### src/rtl/mix_block_out.sv
`default_nettype none
// mix_block_out: fetches BLOCK_WORDS MIX words from memory and streams them as ASCII bytes.
// Define MIX_BLOCK_OUT_CRLF_EN to append a CR/LF trailer to every block.
module mix_block_out #(
  parameter int         BLOCK_WORDS = 14,
  parameter int         ADDR_W      = 12,
  parameter logic [7:0] SUB_CHAR    = 8'h23
) (
  input  logic              clk,
  input  logic              reset,
  input  logic              start,
  input  logic [ADDR_W-1:0] addressin,
  output logic [ADDR_W-1:0] addressout,
  output logic              request,
  input  logic              load,
  input  logic [29:0]       in,
  output logic [7:0]        tx_data,
  output logic              tx_valid,
  input  logic              tx_ready,
  output logic              busy,
  output logic              done
);

  typedef enum logic [2:0] {
    S_IDLE  = 3'd0,
    S_REQ   = 3'd1,
    S_WAIT  = 3'd2,
    S_EMIT  = 3'd3,
    S_TRAIL = 3'd4,
    S_DONE  = 3'd5
  } state_t;

  localparam logic [7:0] LAST_WORD = 8'(BLOCK_WORDS - 1);

`ifdef MIX_BLOCK_OUT_CRLF_EN
  localparam state_t END_STATE = S_TRAIL;
`else
  localparam state_t END_STATE = S_DONE;
`endif

  state_t      state;
  state_t      state_n;
  logic [7:0]  word_cnt;
  logic [2:0]  char_idx;
  logic [29:0] shreg;
`ifdef MIX_BLOCK_OUT_CRLF_EN
  logic        trail_idx;
`endif

  function automatic logic [7:0] mix_to_ascii(input logic [5:0] code);
    logic [7:0] c8;
    logic [7:0] r;
    c8 = {2'b00, code};
    r  = SUB_CHAR;
    if (code == 6'd0)                          r = 8'h20;
    else if (code <= 6'd9)                     r = c8 + 8'h40;
    else if (code >= 6'd11 && code <= 6'd19)   r = c8 + 8'h3F;
    else if (code >= 6'd22 && code <= 6'd29)   r = c8 + 8'h3D;
    else if (code >= 6'd30 && code <= 6'd39)   r = c8 + 8'h12;
    else begin
      case (code)
        6'd40: r = 8'h2E;  6'd41: r = 8'h2C;  6'd42: r = 8'h28;  6'd43: r = 8'h29;
        6'd44: r = 8'h2B;  6'd45: r = 8'h2D;  6'd46: r = 8'h2A;  6'd47: r = 8'h2F;
        6'd48: r = 8'h3D;  6'd49: r = 8'h24;  6'd50: r = 8'h3C;  6'd51: r = 8'h3E;
        6'd52: r = 8'h40;  6'd53: r = 8'h3B;  6'd54: r = 8'h3A;  6'd55: r = 8'h27;
        default: r = SUB_CHAR;
      endcase
    end
    return r;
  endfunction

  always_ff @(posedge clk or negedge reset) begin
    if (!reset) begin
      state      <= S_IDLE;
      addressout <= '0;
      word_cnt   <= '0;
      char_idx   <= '0;
      shreg      <= '0;
`ifdef MIX_BLOCK_OUT_CRLF_EN
      trail_idx  <= 1'b0;
`endif
    end else begin
      state <= state_n;
      case (state)
        S_IDLE: if (start) begin
          addressout <= addressin;
          word_cnt   <= '0;
        end
        S_WAIT: if (load) begin
          shreg    <= in;
          char_idx <= '0;
        end
        S_EMIT: if (tx_ready) begin
          // The current character always sits in the top six bits of shreg.
          if (char_idx == 3'd4) begin
            char_idx <= '0;
            if (word_cnt != LAST_WORD) begin
              addressout <= addressout + ADDR_W'(1);
              word_cnt   <= word_cnt + 8'd1;
            end
          end else begin
            char_idx <= char_idx + 3'd1;
            shreg    <= {shreg[23:0], 6'd0};
          end
        end
`ifdef MIX_BLOCK_OUT_CRLF_EN
        S_TRAIL: if (tx_ready) trail_idx <= ~trail_idx;
`endif
        default: ;
      endcase
    end
  end

  always_comb begin
    state_n  = state;
    request  = 1'b0;
    tx_valid = 1'b0;
    tx_data  = 8'h00;
    busy     = (state != S_IDLE) && (state != S_DONE);
    done     = 1'b0;
    case (state)
      S_IDLE: if (start) state_n = S_REQ;
      S_REQ: begin
        request = 1'b1;
        state_n = S_WAIT;
      end
      S_WAIT: if (load) state_n = S_EMIT;
      S_EMIT: begin
        tx_valid = 1'b1;
        tx_data  = mix_to_ascii(shreg[29:24]);
        if (tx_ready && char_idx == 3'd4)
          state_n = (word_cnt == LAST_WORD) ? END_STATE : S_REQ;
      end
`ifdef MIX_BLOCK_OUT_CRLF_EN
      S_TRAIL: begin
        tx_valid = 1'b1;
        tx_data  = trail_idx ? 8'h0A : 8'h0D;
        if (tx_ready && trail_idx) state_n = S_DONE;
      end
`endif
      S_DONE: begin
        done    = 1'b1;
        state_n = S_IDLE;
      end
      default: state_n = S_IDLE;
    endcase
  end

endmodule
`default_nettype wire

### config.mk
export PLATFORM = sky130hd
export DESIGN_NAME = mix_block_out
export DESIGN_NICKNAME = d
export VERILOG_FILES = /design/src/rtl/mix_block_out.sv
export SDC_FILE = /design/constraint.sdc
export NUM_CORES = 1
export LEC_CHECK = 0
export BUFFER_PORTS_ARGS = -buffer_cell sky130_fd_sc_hd__buf_4
export CORE_ASPECT_RATIO = 1.2
export CORE_MARGIN = 4
export CORE_UTILIZATION = 60
export CTS_CLUSTER_SIZE = 8
export DETAILED_ROUTE_END_ITERATION = 7
export PLACE_DENSITY = 0.89
export SLEW_MARGIN = 25
export SYNTH_ARGS = -nofsm -noshare
export SYNTH_HDL_FRONTEND = slang
export SYNTH_SLANG_ARGS = --single-unit
### constraint.sdc
create_clock -name clk -period 4.45 [get_ports clk]
set_clock_uncertainty 0.05 [all_clocks]
set_input_delay 0.2225 -clock clk [delete_from_list [all_inputs] [get_ports clk]]
set_output_delay 0.2225 -clock clk [all_outputs]
set_load 0.01 [all_outputs]
# Yosys cells after proc, flatten, opt, wreduce, memory -nomap -nowiden
# Memories as Yosys holds them, arrays and structs flattened.
# Cells that the tools add are included.
# classes
n_mux,32
magnitude_cmp,7
multipliers,0
shifts,0
div_mod_pow,0
addsub,7
reduce_logical,14
eq_ne,15
n_bitwise,0
# op_table
cell,n
$mux W30,3
$mux W8,10
$pmux W30 S2,1
$mux W12,4
$pmux W12 S2,1
$mux W3,7
$pmux W8 S2,1
$add A6 B6 Y7 const B,2
$ne A2 B2 Y1 const B,7
$add A12 B1 Y12 const B,1
$ge A6 B5 Y1 const B,2
$le A6 B5 Y1 const B,2
$pmux W3 S4,1
$add A6 B7 Y8 const B,1
$add A8 B1 Y8 const B,1
$eq A8 B4 Y1 const B,1
$ne A8 B4 Y1 const B,1
$add A6 B5 Y7 const B,1
$eq A3 B2 Y1 const B,2
$eq A3 B3 Y1 const B,2
$ge A6 B4 Y1 const B,1
$le A6 B4 Y1 const B,1
$le A6 B6 Y1 const B,1
$logic_not A6 Y1,1
12 further kinds,20
# totals
rom_bits,448
ff_bits,56
ram_bits,0
word_cells,81
latch_bits,0
n_memories,1
# mem_list
memory,words,word_bits,read_ports,rd_clocked_by_memory_dff,write_ports,line_no,rtl
(no name shown),64,7,1,0,0,61,case (code)

# Logic depth before layout (Yosys ltp)
# Gate-level depths: netlist of the first run.
# depth
word_depth,8
ltp_mapped,9
ltp_nobuf,7

# Worst setup path before layout of the first run
# Ideal clock, no wire load.
# synth_timing
path_type,flip-flop to output port
start,reg shreg[24]
end,out tx_data[2]
stages_incl_launch_ff,8
path_slack_ns,2.123
path_buffers,1
required_ns,4.178
arrival_ns,2.055
cell_sequence,dfrtp_1 clkbuf_1 inv_1 ha_1 o21bai_1 a21boi_1 or4_1 o2bb2ai_1
# synth_via
elab_chain_len,8
# synth_lines
item,line_no,rtl
from (decl),45,logic [29:0] shreg;
from (signal assigned),90,shreg <= in;
from (signal assigned),103,"shreg <= {shreg[23:0], 6'd0};"
"parallel branches: the longest is 6 deep, another holds $mem_v2 Z64 W7",n/a,
$mux W8 *,55,if (code == 6'd0) r = 8'h20;
$mux W8 *,121,case (state)
to (decl),17,"output logic [7:0] tx_data,"
# Mark *: on every way between the ends.

# Worst setup path in the final report of the first run
# layout_timing
start,reg shreg[25]
end,out tx_data[1]
# Same word-level chain as after synthesis.

==> out/qor.yml, run 1 <==
logic_synthesis:
  ys_top_cells_by_area: "dfrtp_1 (38%), nand2_1 (6.9%), mux2i_1 (6.6%)"
  synthSimpleGateAreaFrac_pct: 22.3
  ys_types: 68
  synth_cells: 422
  yosysTopAreaCell: "dfrtp_1"
  synth_seq_area_share_pct: 38.4
  synth-seq-cells: 56
  yosysTopAreaCellShare_pct: 38.4
  ys_warn_count: 0
  synth-xor-area-share_pct: 0.720
  netlist_area_mm2: 0.00365
  avgSynthCellArea_um2: 8.65
  synth_edf_count: 0
  synth_nets: 486
  synthAdderAreaFrac_pct: 5.83
  async_flop_share_pct: 100
  synth_top_family_by_area: "simple AND/OR/NAND/NOR gates"
  synthFlopType: "dfrtp_1"
  muxShareOfSynthArea_pct: 6.58
  synth-compound-area-share_pct: 21.3
job:
  drv_cap: 0
sta:
  setup_viol: 0
  max_freq_mhz: 334
  final_hold_viol_count: 0
  tightest_slew_ps: 771
  whs_ps: 106
  slew_violations: 0
  slew_headroom_pct: 48.4
  tns_ps: 0
  min_period_ps: 3000
  period_share_pct: 67.3
  rsz0062_at_grt: "no"
pwr:
  p_int_uw: 1350
  powerDensity_mw_per_mm2: 573
  clkPwrFrac_pct: 11.3
  pwr-share-comb_pct: 51.7
  ir_worst_vdd_mv: 0.382
  p_sw_share_pct: 44.5
  p_seq_share_pct: 37.0
  switchingPower_uw: 1090
  power.leakage_uw: 0.00200
layout:
  final_area_mm2: 0.00425
  layout-drive-gt1-share_pct: 18.3
  antenna_cells: 0
  syn2layout_area_growth_pct: 16.6
  final_util_pct: 73.6
  nNetsFinal: 538
min_path:
  hp-class: "in -> reg"
  hold_end: "shreg[2]"
  min_delay_path_depth: 3
  hold_start: "in[2]"
detailed_routing:
  first_pass_iters: 4
  route.met2.wl_mm: 4.33
  wl_met1_mm: 3.65
  finalWirelength_mm: 8.65
  drc: 0
  via_count: 3320
  vias_per_cell: 5.98
  top_layer: "met4"
  post_drt_wl_per_cell_um: 15.6
  detail-route-antenna-nets: 0
  detail_route.iter0.violations: 164
  wl_met3_um: 481
grt:
  grt_pass1_vias: 3157
  grt_first_pass_wirelength_mm: 14.3
  grt_max_degree: 61
  antenna_found_initial: 0
  gr-total-overflow: 0
  track_usage_pct: 23.7
place:
  dpl_cell_area_mm2: 0.00416
  portBuffers: 69
  place.gp.congestion: 1.03
  dp_hpwl_mm: 6.28
clocking:
  cts_sinks: 56
  cts_tree: "yes"
  numCtsBuffers: 5
  htreeDepth: 2
  root_buffer: "clkbuf_8"
  clk_pin_slew_ps: 100
  clk_path_buf_depth: 2
  clk_latency_ps: 300
setup_path:
  path_max_fanout: 12
  cp_num_buf_inv: 2
  crit_type: "reg -> out"
  worstReg2RegEnd: "word_cnt[5]"
  cp.required_ps: 4180
  path_cells: "inv_1 > ha_1 > nor2_1 > a221oi_2 > nor2b_1 > a2111oi_0 > a32o_1 > buf_4"
  cpPeakStageDelay_ps: 540
  r2r_setup_slack_ps: 1670
  start_kind: "flop"
  cp_top_family: "compound AO/OA/AOI/OAI gates"
  worst_setup_path_end_kind: "output pin"
  crit_arrival_ps: 2720
  reg2reg_depth: 7
  crit_slowest_cell: "dfrtp_1"
  r2r_start: "state[1]"
floorplan:
  die_w_um: 79.2
  initial_core_util_pct: 63.1
  pin_count: 71
  fp.coreArea_mm2: 0.00578
  dieArea_mm2: 0.00740
  die_y_um: 93.4
  row_count: 30
outcome:
  status: "finished, final reports clean"
cells in the mapped netlist (3+ instances only):
library cell,number
nor2b_1,8
and3_1,4
dfrtp_1,56
a211oi_1,4
buf_2,12
nor2_1,22
a2111oi_0,4
o22ai_1,4
nand4_1,7
o21ai_1,14
ha_1,17
o31ai_1,3
a2bb2oi_1,4
clkbuf_1,12
o21ai_0,40
a21oi_1,14
and2_1,5
nor3_1,7
xnor2_1,3
nand3_1,12
nand2b_1,8
inv_1,12
or4_1,3
nor3b_1,3
a22oi_1,3
nand2_1,67
mux2i_1,24
cell type report:
cell class,count,area (µm²)
fillers,453,1530
flip-flops and latches,56,1400
clock buffers,6,72.6
clock inverters,2,13.8
multi-input cells,326,2070
well taps,80,100
repair buffers,72,543
inverters,13,50.0
registers in the layout, summed over array words and instances (netlist names):
| signal | flops |
|---|---|
| state | 3 |
| shreg | 30 |
| addressout | 12 |
| word_cnt | 8 |
| char_idx | 3 |
worst max path at each step:
stage	cells after the start	from	end
floorplan	7	shreg[24]	tx_data[2]
finish	8	shreg[25]	tx_data[1]
global route	7	shreg[24]	tx_data[3]
detailed placement	7	state[1]	word_cnt[5]
global placement	7	state[1]	word_cnt[3]
CTS	8	shreg[25]	tx_data[5]
cells by family after synthesis:
| group | Yosys count |
|---|---|
| simple gates | 162 |
| fa+ha+maj | 17 |
| other cells | 1 |
| xor+xnor | 3 |
| buf+inv | 40 |
| mux | 24 |
| compound gates | 119 |
| flops | 56 |
routing by layer:
metal	GRT usage (%)	up-vias
met4	9.03	0
li1	-	1617
met2	40.2	123
met1	30.7	1560
met3	3.28	20
met5	0	-
worst reg2reg max path, stage by stage (launching register included):
cell and delay, ps:
dfrtp_1 530, nor2b_4 260, nand2_4 250, clkinv_2 230, a31oi_2 140, nor2_1 620
nand2_1 280, o31ai_1 330
metrics by stage:
stage	worst slack [ps]	power (µW)	instances
2_1_floorplan	2120	1740	422
3_3_place_gp	1830	2110	546
3_5_place_dp	1710	2160	546
4_1_cts	1480	2440	555
5_1_grt	1260	2630	555
6_report	1450	2440	555
placed cells by master, fill, tap and decap left out, types with 2 or more instances in the layout:
cell type and n:
dfrtp_1 56, buf_4 71, nor2_1 22, a221o_1 2
clkinv_2 2, clkbuf_8 5, mux2i_1 24, nor3_1 7
inv_1 12, a22oi_1 3, a2111oi_0 4, xnor2_1 3
o31ai_1 3, o21ai_1 14, nand2b_1 8, a31oi_1 2
nand3b_1 2, nand4_1 7, a32o_1 2, a21boi_0 2
a22o_1 2, and2_1 5, or4_1 3, or3_1 2
o21ai_0 40, ha_1 17, a21oi_1 14, or2_1 2
nor2b_1 8, nand2_1 67, nand3_1 12, o22ai_1 4
and3_1 4, a2bb2oi_1 4, a211oi_1 4, nor3b_1 3
repair_timing:
action | in CTS | in global routing
gates resized for setup | 0 | 0
hold endpoints to repair | 56 | 0
hold buffers | 1 | 0
buffers inserted | 0 | 0
power by group through the flow:
stage	clock [µW]	combinational (µW)	sequential, µW
after floorplan	0	910	832
after global placement	0	1220	892
after detailed placement	0	1250	906
after CTS	282	1260	895
after global routing	298	1400	930
final	275	1260	902
Power figures use the tool's default switching activity.
==> inputs of run 2 (changes only) <==
--- a/config.mk
+++ b/config.mk
@@ -8,10 +8,10 @@
 export BUFFER_PORTS_ARGS = -buffer_cell sky130_fd_sc_hd__buf_4
 export CORE_ASPECT_RATIO = 1.2
 export CORE_MARGIN = 4
-export CORE_UTILIZATION = 60
+export CORE_UTILIZATION = 50
 export CTS_CLUSTER_SIZE = 8
 export DETAILED_ROUTE_END_ITERATION = 7
-export PLACE_DENSITY = 0.89
+export PLACE_DENSITY = 0.79
 export SLEW_MARGIN = 25
 export SYNTH_ARGS = -nofsm -noshare
 export SYNTH_HDL_FRONTEND = slang
==> constraint.sdc (replaced) <==
create_clock -name clk -period 2.68 [get_ports clk]
set_clock_uncertainty 0.05 [all_clocks]
set_input_delay 0.134 -clock clk [delete_from_list [all_inputs] [get_ports clk]]
set_output_delay 0.134 -clock clk [all_outputs]
set_load 0.01 [all_outputs]
==> run 2 against run 1 <==
Net effect: first-iteration DRC count fell by 5.5%; power rose by 68%; critical endpoint is now tx_data[3]; setup slack got worse by 1400 ps.
==> out/qor.yml, run 2 (synthesis results as in run 1) <==
detailed_routing:
  via_count: 3324  # was 3,320
  post_drt_wl_per_cell_um: 15.4  # was 15.6 µm
  detail_route.iter0.violations: 155  # was 164
  vias_per_cell: 5.84  # was 5.98
  drc: 0  # unchanged
  detail-route-antenna-nets: 0  # unchanged
  first_pass_iters: 4  # unchanged
  finalWirelength_mm: 8.74  # was 8.65 mm
clocking:
  post_cts_buffers: 0  # unchanged
  clk_latency_ps: 300  # about the same
  htreeDepth: 2  # unchanged
  root_buffer: "clkbuf_8"  # unchanged
  numCtsBuffers: 5  # unchanged
  cts_tree: "yes"  # unchanged
  cts_sinks: 56  # unchanged
  clk_pin_slew_ps: 100  # about the same
  clk_path_buf_depth: 2  # unchanged
setup_path:
  start_kind: "flop"  # unchanged
  crit_arrival_ps: 2420  # was 2720 ps
  crit_type: "reg -> out"  # unchanged
  worst_setup_path_end_kind: "output pin"  # unchanged
  path_max_fanout: 7  # was 12
  cp.required_ps: 2500  # was 4180 ps
pwr:
  pwr-share-comb_pct: 53.0  # was 51.7%
  ir_worst_vdd_mv: 0.591  # was 0.382 mV
  power.leakage_uw: 0.00204  # was 0.00200 µW
  total_power_uw: 4100  # was 2440 µW
  p_seq_share_pct: 35.4  # was 37.0%
  p_sw_share_pct: 43.7  # was 44.5%
  powerDensity_mw_per_mm2: 940  # was 573 mW/mm²
  p_int_uw: 2310  # was 1350 µW
  switchingPower_uw: 1790  # was 1090 µW
  clkPwrFrac_pct: 11.6  # was 11.3%
layout:
  fillers: 616  # was 453
  final_util_pct: 62.5  # was 73.6%
  final_cell_mix: "buf_4 (78), nand2_1 (67), dfrtp_1 (55)"  # was buf_4 (71), nand2_1 (67), dfrtp_1 (56)
  layout-drive-gt1-share_pct: 20.1  # was 18.3%
  register_area_mm2: 0.00140  # about the same
  antenna_cells: 0  # unchanged
  nNetsFinal: 546  # was 538
  syn2layout_area_growth_pct: 19.4  # was 16.6%
  multi_input_area_mm2: 0.00210  # was 0.00207 mm²
  largestRegisters: "shreg (30), addressout (12), word_cnt (8)"  # unchanged
  largest_reg_flops: 30  # unchanged
  layout_commonest_cell: "buf_4"  # unchanged
  final_area_mm2: 0.00436  # was 0.00425 mm²
  largest-register: "shreg"  # unchanged
sta:
  max_freq_mhz: 385
  setup_viol: 0  # unchanged
  period_share_pct: 97.0
  min_period_ps: 2600
  slew_headroom_pct: 52.8  # was 48.4%
  tns_ps: 0  # unchanged
  rsz0062_at_grt: "yes"  # was no
  whs_ps: 15.0  # was 106 ps
  slew_violations: 0  # unchanged
  tightest_slew_ps: 708  # was 771 ps
  final_hold_viol_count: 0  # unchanged
place:
  place.gp.congestion: 0.933  # was 1.03
  dpl_cell_area_mm2: 0.00422  # was 0.00416 mm²
  portBuffers: 69  # unchanged
  dp_hpwl_mm: 6.40  # was 6.28 mm
floorplan:
  initial_core_util_pct: 52.3  # was 63.1%
  dieArea_mm2: 0.00873  # was 0.00740 mm²
  die_w_um: 86.0  # was 79.2 µm
  pin_count: 71  # unchanged
  row_count: 33  # was 30
  fp.coreArea_mm2: 0.00698  # was 0.00578 mm²
  die_y_um: 102  # was 93.4 µm
grt:
  antenna_found_initial: 0  # unchanged
  grt_first_pass_wirelength_mm: 14.7  # was 14.3 mm
  gr-total-overflow: 0  # unchanged
  grt_pass1_vias: 3190  # was 3,157
  track_usage_pct: 20.3  # was 23.7%
  grt_max_degree: 61  # unchanged
min_path:
  hp-class: "in -> reg"  # unchanged
outcome:
  status: "finished, final reports clean"  # unchanged
job:
  drv_cap: 0  # unchanged
==> run 2: critical path: stages, from the launching register on <==
cell and delay (ps):
dfrtp_2 470, ha_1 230, or4b_1 520, a41oi_4 290, or2_1 180, a211oi_1 50, a211oi_1 220, buf_4 150
==> run 2: cell type report <==
class	count	share of cell area, %
clock buffers	6	1.89
well taps	87	2.50
multi-input cells	326	48.2
inverters	13	1.15
flip-flops and latches	56	32.2
repair buffers	80	13.9
clock inverters	1	0.201
==> run 2: routing by layer <==
metal	global-route usage [%]	routed length, µm	vias up
li1	-	-	1641
met1	25.3	3700	1570
met2	36.4	4470	93
met3	3.09	399	20
met4	5.72	169	0
met5	0	0	-
==> run 2: repair_timing <==
action | CTS | global route
setup endpoints to repair | 5 | 6
pin swaps | 1 | 3
hold endpoints to repair | 57 | 0
hold buffers | 2 | 0
resized for setup | 3 | 3
==> run 2: power by group through the flow <==
stage / clock network (µW) / logic [µW] / registers, µW
2_1_floorplan: 0 / 1510 / 1380
3_3_place_gp: 0 / 2110 / 1450
3_5_place_dp: 0 / 2150 / 1460
4_1_cts: 487 / 2170 / 1450
5_1_grt: 511 / 2450 / 1500
6_report: 476 / 2170 / 1450
==> run 2: metrics by stage <==
step | std cells | worst slack [ps]
3_5_place_dp | 560 | 266
2_1_floorplan | 422 | 441
5_1_grt | 569 | -8.11
6_report | 569 | 80.3
4_1_cts | 569 | 0.405
3_3_place_gp | 560 | 329
==> run 2: final timing paths <==
| kind | slack [ps] | end | start | cells past startpoint |
|---|---|---|---|---|
| setup / recovery | 80 | tx_data[3] | shreg[25] | 7 |
| hold / removal | 10 | shreg[0] | in[0] | 3 |
| setup reg to reg | 530 | word_cnt[7] | state[1] | 6 |
| hold reg to reg | 440 | shreg[9] | shreg[9] | 2 |
| max in group asynchronous | 1710 | shreg[25] | reset | 2 |
| min in group asynchronous | 360 | addressout[1] | reset | 2 |
